**config.mk**
```make
export PLATFORM = sky130hd
export DESIGN_NAME = mod_n_up_counter
export DESIGN_NICKNAME = d
export VERILOG_FILES = /design/src/rtl/counter_pkg.sv /design/src/rtl/mod_n_up_counter.sv
export SDC_FILE = /design/constraint.sdc
export NUM_CORES = 1
export LEC_CHECK = 0
export ABC_CLOCK_PERIOD_IN_PS = 3140
export CORE_AREA = 2 2 39 41
export CTS_CLUSTER_DIAMETER = 80
export DETAILED_ROUTE_END_ITERATION = 6
export DIE_AREA = 0 0 41 43
export PLACE_DENSITY = 0.66
export SETUP_SLACK_MARGIN = 0.4
export SLEW_MARGIN = 15
export SYNTH_ARGS = -nofsm -noshare
export SYNTH_HDL_FRONTEND = slang
export SYNTH_SLANG_ARGS = --single-unit
```
**constraint.sdc**
```tcl
create_clock -name clk -period 3.14 [get_ports clk]
set_input_delay 0.314 -clock clk [delete_from_list [all_inputs] [get_ports clk]]
set_output_delay 0.314 -clock clk [all_outputs]
set_load 0.01 [all_outputs]
```
**src/rtl/counter_pkg.sv**
```systemverilog
// Shared types and helpers for the modulo-N up counter.
// Holds the one-shot state enum, width helper and load clamp.
package counter_pkg;

  typedef enum logic [1:0] {
    IDLE,
    RUN,
    DONE
  } cnt_state_e;

  // Count register width for a given modulus.
  function automatic int cnt_width(input int unsigned modulus);
    return $clog2(modulus);
  endfunction

  // Loads past the top code saturate at modulus-1.
  function automatic int unsigned clamp_load(
    input int unsigned value,
    input int unsigned modulus
  );
    return (value >= modulus) ? modulus - 1 : value;
  endfunction

  localparam int unsigned DEF_MOD = 8;
  localparam int DEF_W = cnt_width(DEF_MOD);

endpackage

```
**src/rtl/mod_n_up_counter.sv**
```systemverilog
// Modulo-N up counter with free-run and one-shot modes.
// Ports: clk, rst (async high), en, clr, load, load_val, oneshot,
//   start in; out (count), tc (comb), wrap, done, busy out.
module mod_n_up_counter
  import counter_pkg::*;
#(
  parameter int unsigned MOD_VALUE = DEF_MOD,
  localparam int W = cnt_width(MOD_VALUE)
) (
  input  logic         clk,
  input  logic         rst,
  input  logic         en,
  input  logic         clr,
  input  logic         load,
  input  logic [W-1:0] load_val,
  input  logic         oneshot,
  input  logic         start,
  output logic [W-1:0] out,
  output logic         tc,
  output logic         wrap,
  output logic         done,
  output logic         busy
);

  localparam logic [W-1:0] MAX = W'(MOD_VALUE - 1);

  logic [W-1:0] r_out;
  cnt_state_e   r_state;
  logic         r_wrap;
  logic         r_done;

  logic [W-1:0] w_out_nxt;
  cnt_state_e   w_state_nxt;
  logic         w_wrap_nxt;
  logic         w_done_nxt;
  logic [W:0]   w_inc;
  logic [W-1:0] w_load;
  logic         w_at_max;

  // One extra bit keeps the increment free of silent overflow.
  assign w_inc = {1'b0, r_out} + (W+1)'(1);
  assign w_load = W'(clamp_load(32'(load_val), MOD_VALUE));
  assign w_at_max = (r_out == MAX);

  always_comb begin
    w_out_nxt   = r_out;
    w_state_nxt = r_state;
    w_wrap_nxt  = 1'b0;
    w_done_nxt  = 1'b0;
    if (clr) begin
      w_out_nxt   = '0;
      w_state_nxt = IDLE;
    end else if (load) begin
      w_out_nxt = w_load;
      if (!oneshot) begin
        w_state_nxt = IDLE;
      end
    end else if (!oneshot) begin
      w_state_nxt = IDLE;
      if (en) begin
        if (w_at_max) begin
          w_out_nxt  = '0;
          w_wrap_nxt = 1'b1;
        end else begin
          w_out_nxt = w_inc[W-1:0];
        end
      end
    end else begin
      unique case (r_state)
        IDLE, DONE: begin
          if (start) begin
            w_out_nxt   = '0;
            w_state_nxt = RUN;
          end
        end
        RUN: begin
          if (start) begin
            w_out_nxt = '0;
          end else if (en) begin
            if (w_at_max) begin
              // Park on the top code; no wrap in one-shot.
              w_done_nxt  = 1'b1;
              w_state_nxt = DONE;
            end else begin
              w_out_nxt = w_inc[W-1:0];
            end
          end
        end
        default: begin
          w_out_nxt   = '0;
          w_state_nxt = IDLE;
        end
      endcase
    end
  end

  always_ff @(posedge clk or posedge rst) begin
    if (rst) begin
      r_out   <= '0;
      r_state <= IDLE;
      r_wrap  <= 1'b0;
      r_done  <= 1'b0;
    end else begin
      r_out   <= w_out_nxt;
      r_state <= w_state_nxt;
      r_wrap  <= w_wrap_nxt;
      r_done  <= w_done_nxt;
    end
  end

  assign out  = r_out;
  assign tc   = w_at_max;
  assign wrap = r_wrap;
  assign done = r_done;
  assign busy = (r_state == RUN);

endmodule

```
==> results.yml, run 1 <==
placed_design:
  placed_cell_area_um2: 654.4
  dpl.hpwl_um: 853.7
  gp_congestion: 0.7538
  port_buffers: 16
job:
  max_cap_violations: 0
global_routing:
  grt_max_degree: 11
  grt_pass1_wl_um: 1794
  grt_pass1_vias: 413
  grt_usage: 0.1578
  gr-total-overflow: 0
  antenna_found_initial: 0
yosys:
  synth.distinct_cells: 25
  ys_ff_latch: 7
  synthCells: 52
  ys_seq_area_frac: 0.3655
  netlist_area_um2: 479.2
  syn_nets: 65
  synth_largest_area_cell: "dfrtp_1"
  syn_avg_cell_area_um2: 9.216
  synth_top_cells_by_area: "dfrtp_1 (37%), ha_1 (7.8%), nand2_1 (7.0%)"
  synth_top_area_share: 0.3655
  ys_warn_count: 0
drt:
  ant_nets: 0
  routed_wl_um: 1069
  via_per_inst: 5.092
  drc: 0
  num_vias: 443
  firstDrtPassIters: 4
  drt_iter0_drc: 5
  post_drt_wl_per_cell_um: 12.29
floorplan:
  die_height_um: 43
  io_pins: 17
  dieArea_um2: 1763
  start_util: 0.3463
  die_x_um: 41
  row_count: 14
  core_area_um2: 1384
worst_setup_path:
  cp.required_ps: 2830
  worstSetupPathType: "reg -> out"
  rr_startpoint: "out[0]"
  cpMaxStageDelayCell: "clkdlybuf4s50_1"
  cp_cell_sequence: "ha_1 > ha_1 > clkdlybuf4s50_1"
  startpoint: "out[0]"
  worstRegToRegCells: 6
  max_stage_delay_ps: 480
  r2r-end: "out[1]"
  cp-end-kind: "output port"
  crit_fanout: 4
  cp.arrival_ps: 1590
  cp-start-kind: "flip-flop"
  rrSetupSlack_ps: 1430
  path_common_cell: "ha_1"
  crit_end: "tc"
power_and_ir_drop:
  irDropWorstVdd_mv: 0.3166
  p_leak_nw: 0.3176
  p_per_area_nw_per_um2: 341.8
run_status:
  status: "completed"
final_layout:
  area_delta_synth_final_pct: 42.30
  regArea_um2: 175.2
  antenna_cells: 0
  fin_nets: 85
  final_area_um2: 681.9
  fill_cells: 154
  layout-drive-gt1-share: 0.1268
  utilization: 0.4928
  multiInputGateArea_um2: 276.5
clock_network:
  clk_latency_ps: 260
  cts_tree: "yes"
  numCtsBuffers: 3
  htree_num_levels: 1
  post_cts_buffers: 0
  clkTransAtPathRegs_ps: 60
  cts.sinks: 7
  ctsHoldBuffers: 0
  post_cts_resize_count: 0
  root_buffer: "clkbuf_4"
  clk_path_buf_depth: 2
timing:
  fin_crit_sh: 0.6071
  max_slew_margin: 0.7362
  period_minus_slack_ps: 1906
  finalHoldViolCount: 0
  tns_ps: 0
  setup_viol: 0
  clock.fmax_ghz: 0.5246
  fin_skew_ps: 0.3499
  report.final.slew_viol_count: 0
  tightest_slew_ps: 394.4
  rsz0062_at_grt: "false"
worst_hold_path:
  worstHoldPathType: "in -> async"
[worst min-delay path by stage]
stage	endpoint
CTS	done
global route	wrap
detailed placement	out[1]
finish	r_state[1]
floorplan	done
global placement	r_state[0]
[layout make-up]
class                   count  share of cell area
clock buffers               3             0.03303
clock inverters             1            0.007339
inverters                   6             0.03303
multi-input cells          38              0.4055
flip-flops and latches      7              0.2569
well taps                  16             0.02936
repair buffers             16              0.2349
[synthesized netlist by cell type]
| cell | n |
|---|---|
| nand4_1 | 1 |
| o21ai_0 | 2 |
| nand2_1 | 9 |
| o21bai_1 | 1 |
| inv_1 | 6 |
| nor3_1 | 1 |
| o21ai_1 | 1 |
| a31oi_1 | 1 |
| a21oi_2 | 1 |
| mux2i_1 | 2 |
| or2_2 | 1 |
| buf_2 | 1 |
| nor2_1 | 3 |
| nand2b_4 | 1 |
| nand2b_1 | 1 |
| a21oi_1 | 3 |
| ha_1 | 3 |
| nor2b_1 | 1 |
| o211a_1 | 1 |
| a2111oi_4 | 1 |
| a211oi_1 | 1 |
| mux2_2 | 1 |
| nand4bb_1 | 1 |
| a221o_1 | 1 |
| dfrtp_1 | 7 |
[where the power goes]
part | internal (mW) | total, mW | leakage (nW) | switching [mW]
combinational | 0.0271 | 0.0493 | 0.204 | 0.0222
clock | 0.0468 | 0.0857 | 0.0177 | 0.0389
sequential | 0.0938 | 0.0980 | 0.0955 | 0.00420
total | 0.168 | 0.233 | 0.318 | 0.0653
[registers in the layout (all words and copies together) (netlist names)]
signal	cells
out	3
wrap	1
done	1
r_state	2
[layer usage]
metal | track usage | part of all wire
met1 | 0.1903 | 0.42
met4 | 0.1200 | 0.035
met3 | 0.04712 | 0.078
met2 | 0.2219 | 0.47
met5 | 0 | 0
[cells by family after synthesis]
| logic type | Yosys count | synth area share |
|---|---|---|
| adders and majority gates | 3 | 0.07834 |
| DFF | 7 | 0.3655 |
| buffers and inverters | 7 | 0.05743 |
| AOI/OAI and AO/OA | 13 | 0.2246 |
| and+or+nand+nor | 19 | 0.2089 |
| muxes | 3 | 0.06527 |
[placed cells by master (no fill, tap or decap)]
master            n
clkdlybuf4s50_1  16
nand2_1           9
dfrtp_1           7
inv_1             6
nor2_1            3
a21oi_1           3
ha_1              3
clkbuf_4          3
mux2i_1           2
o21ai_0           2
nand4bb_1         1
or2_2             1
a31oi_1           1
mux2_2            1
nand2b_1          1
o21ai_1           1
nand2b_4          1
a2111oi_4         1
a21oi_2           1
a211oi_1          1
nand4_1           1
nor3_1            1
nor2b_1           1
o21bai_1          1
a221o_1           1
o211a_1           1
clkinv_2          1
[worst max-delay path, delay by kind of cell (launching register included)]
kind | cells | cell delay [ps]
DFF | 1 | 410
buffers and inverters | 1 | 480
adders and majority gates | 2 | 440
[through the flow]
stage          setup slack, ps  cells  hold WS [ps]  total power [mW]
6_report                  1234     87         296.5            0.2331
5_1_grt                   1149     87         335.9            0.2465
4_1_cts                   1210     87         308.7            0.2383
3_5_place_dp              1372     83         554.2            0.1496
3_3_place_gp              1407     83         556.0            0.1489
2_1_floorplan             1515     52         117.4            0.1234
No activity file was read; power rests on OpenSTA's default activity.
==> inputs of run 2 (changes only) <==
ABC_CLOCK_PERIOD_IN_PS = 1550   (was 3140)
PLACE_DENSITY = 0.69   (was 0.66)
clock period = 1.55 ns   (was 3.14 ns; I/O delays follow)
==> run 2 against run 1 <==
Sequential cell count unchanged. Critical path type is now reg -> reg. Design area up 25%. Clock skew up 4.1 ps. Count of clock-buffer cells in the layout unchanged. Combinational power rose to 2.7 times the previous value. Sequential share of layout area down 4.8 points. First-iteration DRC count rose to 2.8 times the previous value. Sequential power up 110%. Register-to-register slack worse by 1400 ps. Highest routed layer is now met3. Non-clock buffer count up 12.
==> results.yml, run 2 (synthesis results as in run 1) <==
global_routing:
  grt_usage: 0.1825
  grt_max_degree: 8
  grt_pass1_wl_um: 2159
  gr-total-overflow: 0
  antenna_found_initial: 0
  grt_pass1_vias: 489
power_and_ir_drop:
  p_leak_nw: 0.4090
  irDropWorstVdd_mv: 0.3843
  p_per_area_nw_per_um2: 598.9
  total_power_mw: 0.5118
floorplan:
  die_x_um: 41
  dieArea_um2: 1763
  start_util: 0.3463
  row_count: 14
  core_area_um2: 1384
  io_pins: 17
  die_height_um: 43
timing:
  period_minus_slack_ps: 1544
  fin_crit_sh: 0.9963
  max_slew_margin: 0.7941
  tightest_slew_ps: 308.8
  hold_ws_ps: 142.8
  setup_viol: 0
  rsz0062_at_grt: "true"
  report.final.slew_viol_count: 0
  fin_ws_ps: 5.761
  fin_skew_ps: 4.486
  finalHoldViolCount: 0
  tns_ps: 0
  clock.fmax_ghz: 0.6476
drt:
  firstDrtPassIters: 4
  routed_wl_um: 1524
  drc: 0
  num_vias: 506
  post_drt_wl_per_cell_um: 15.39
  via_per_inst: 5.111
  ant_nets: 0
  drt_iter0_drc: 14
worst_setup_path:
  cp.required_ps: 1690
  crit_fanout: 3
  cp-end-kind: "flip-flop"
  cp-start-kind: "flip-flop"
  cp.arrival_ps: 1680
  worstRegToRegCells: 6
  worstSetupPathType: "reg -> reg"
clock_network:
  cts.sinks: 7
  cts_tree: "yes"
  numCtsBuffers: 3
  root_buffer: "clkbuf_4"
  clk_latency_ps: 260
  ctsHoldBuffers: 0
  clk_path_buf_depth: 2
  clkTransAtPathRegs_ps: 60
  htree_num_levels: 1
final_layout:
  layout-drive-gt1-share: 0.4458
  largest_reg_flops: 3
  antenna_cells: 0
  fin_nets: 97
  final_cell_mix: "buf_4 (10), clkdlybuf4s50_1 (9), nand2_1 (8), inv_1 (5)"
  area_delta_synth_final_pct: 78.33
  fill_cells: 116
  final_common_cell: "buf_4"
worst_hold_path:
  worstHoldPathType: "in -> async"
placed_design:
  dpl.hpwl_um: 893.8
  gp_congestion: 0.7983
  port_buffers: 16
  post-place-ws_ps: 4.555
run_status:
  status: "completed"
job:
  max_cap_violations: 0
-- run 2: cell count changes in the layout (fill, tap and decap cells not counted), moves of 3 or more --
| cell | change |
|---|---|
| buf_6 | +4 |
| clkdlybuf4s50_1 | -7 |
| buf_4 | +10 |
| ha_1 | -3 |
| dfrtp_1 | -3 |
| ha_4 | +3 |
| dfrtp_2 | +3 |
-- run 2: final timing paths --
check / from / endpoint / slack [ps]
min in group clk: load / r_state[1] / 470
setup reg to reg: out[1] / out[2] / 6
setup / recovery: out[1] / out[2] / 6
hold / removal: rst / wrap / 140
hold reg to reg: r_state[0] / r_state[0] / 700
max in group asynchronous: rst / out[1] / 1170
-- run 2: critical path, stage by stage (launching register included) --
cell       delay, ps
dfrtp_2          390
ha_4             170
ha_4             150
nand2b_4          60
a2111oi_4        330
a21oi_2          100
o211a_1          230
-- run 2: routing by layer --
metal,part of all wire,vias up,global-route usage
met3,0.058,0,0.03141
met4,0,0,0.04000
met1,0.40,241,0.2345
met5,0,-,0
met2,0.54,22,0.3031
li1,-,243,-
-- run 2: metrics by stage --
step | utilization | cell area, µm² | std cells
floorplan | - | 521.8 | 52
global placement | 0.5307 | 734.5 | 88
detailed placement | 0.5307 | 734.5 | 88
CTS | 0.5832 | 807.0 | 97
global route | 0.6175 | 854.6 | 99
finish | 0.6175 | 854.6 | 99
-- run 2: power by group --
| part | switching, mW | total, mW | internal [mW] |
|---|---|---|---|
| Clock | 0.0810 | 0.176 | 0.0950 |
| Sequential | 0.0114 | 0.202 | 0.191 |
| Combinational | 0.0604 | 0.134 | 0.0732 |
| Total | 0.153 | 0.512 | 0.359 |
-- run 2: final cells by class --
type	instances	area [µm²]	share of cell area
clock inverter	1	5.005	0.005857
tap	16	20.02	0.02343
sequential	7	178.9	0.2094
timing repair buffer	28	250.2	0.2928
inverter	6	22.52	0.02635
multi-input combinational	38	355.3	0.4158
clock buffer	3	22.52	0.02635
-- run 2: what timing repair did --
action,in CTS,in global routing
pin swaps,1,2
endpoints found under the setup margin,12,10
setup buffers,5,2
resized for setup,21,12
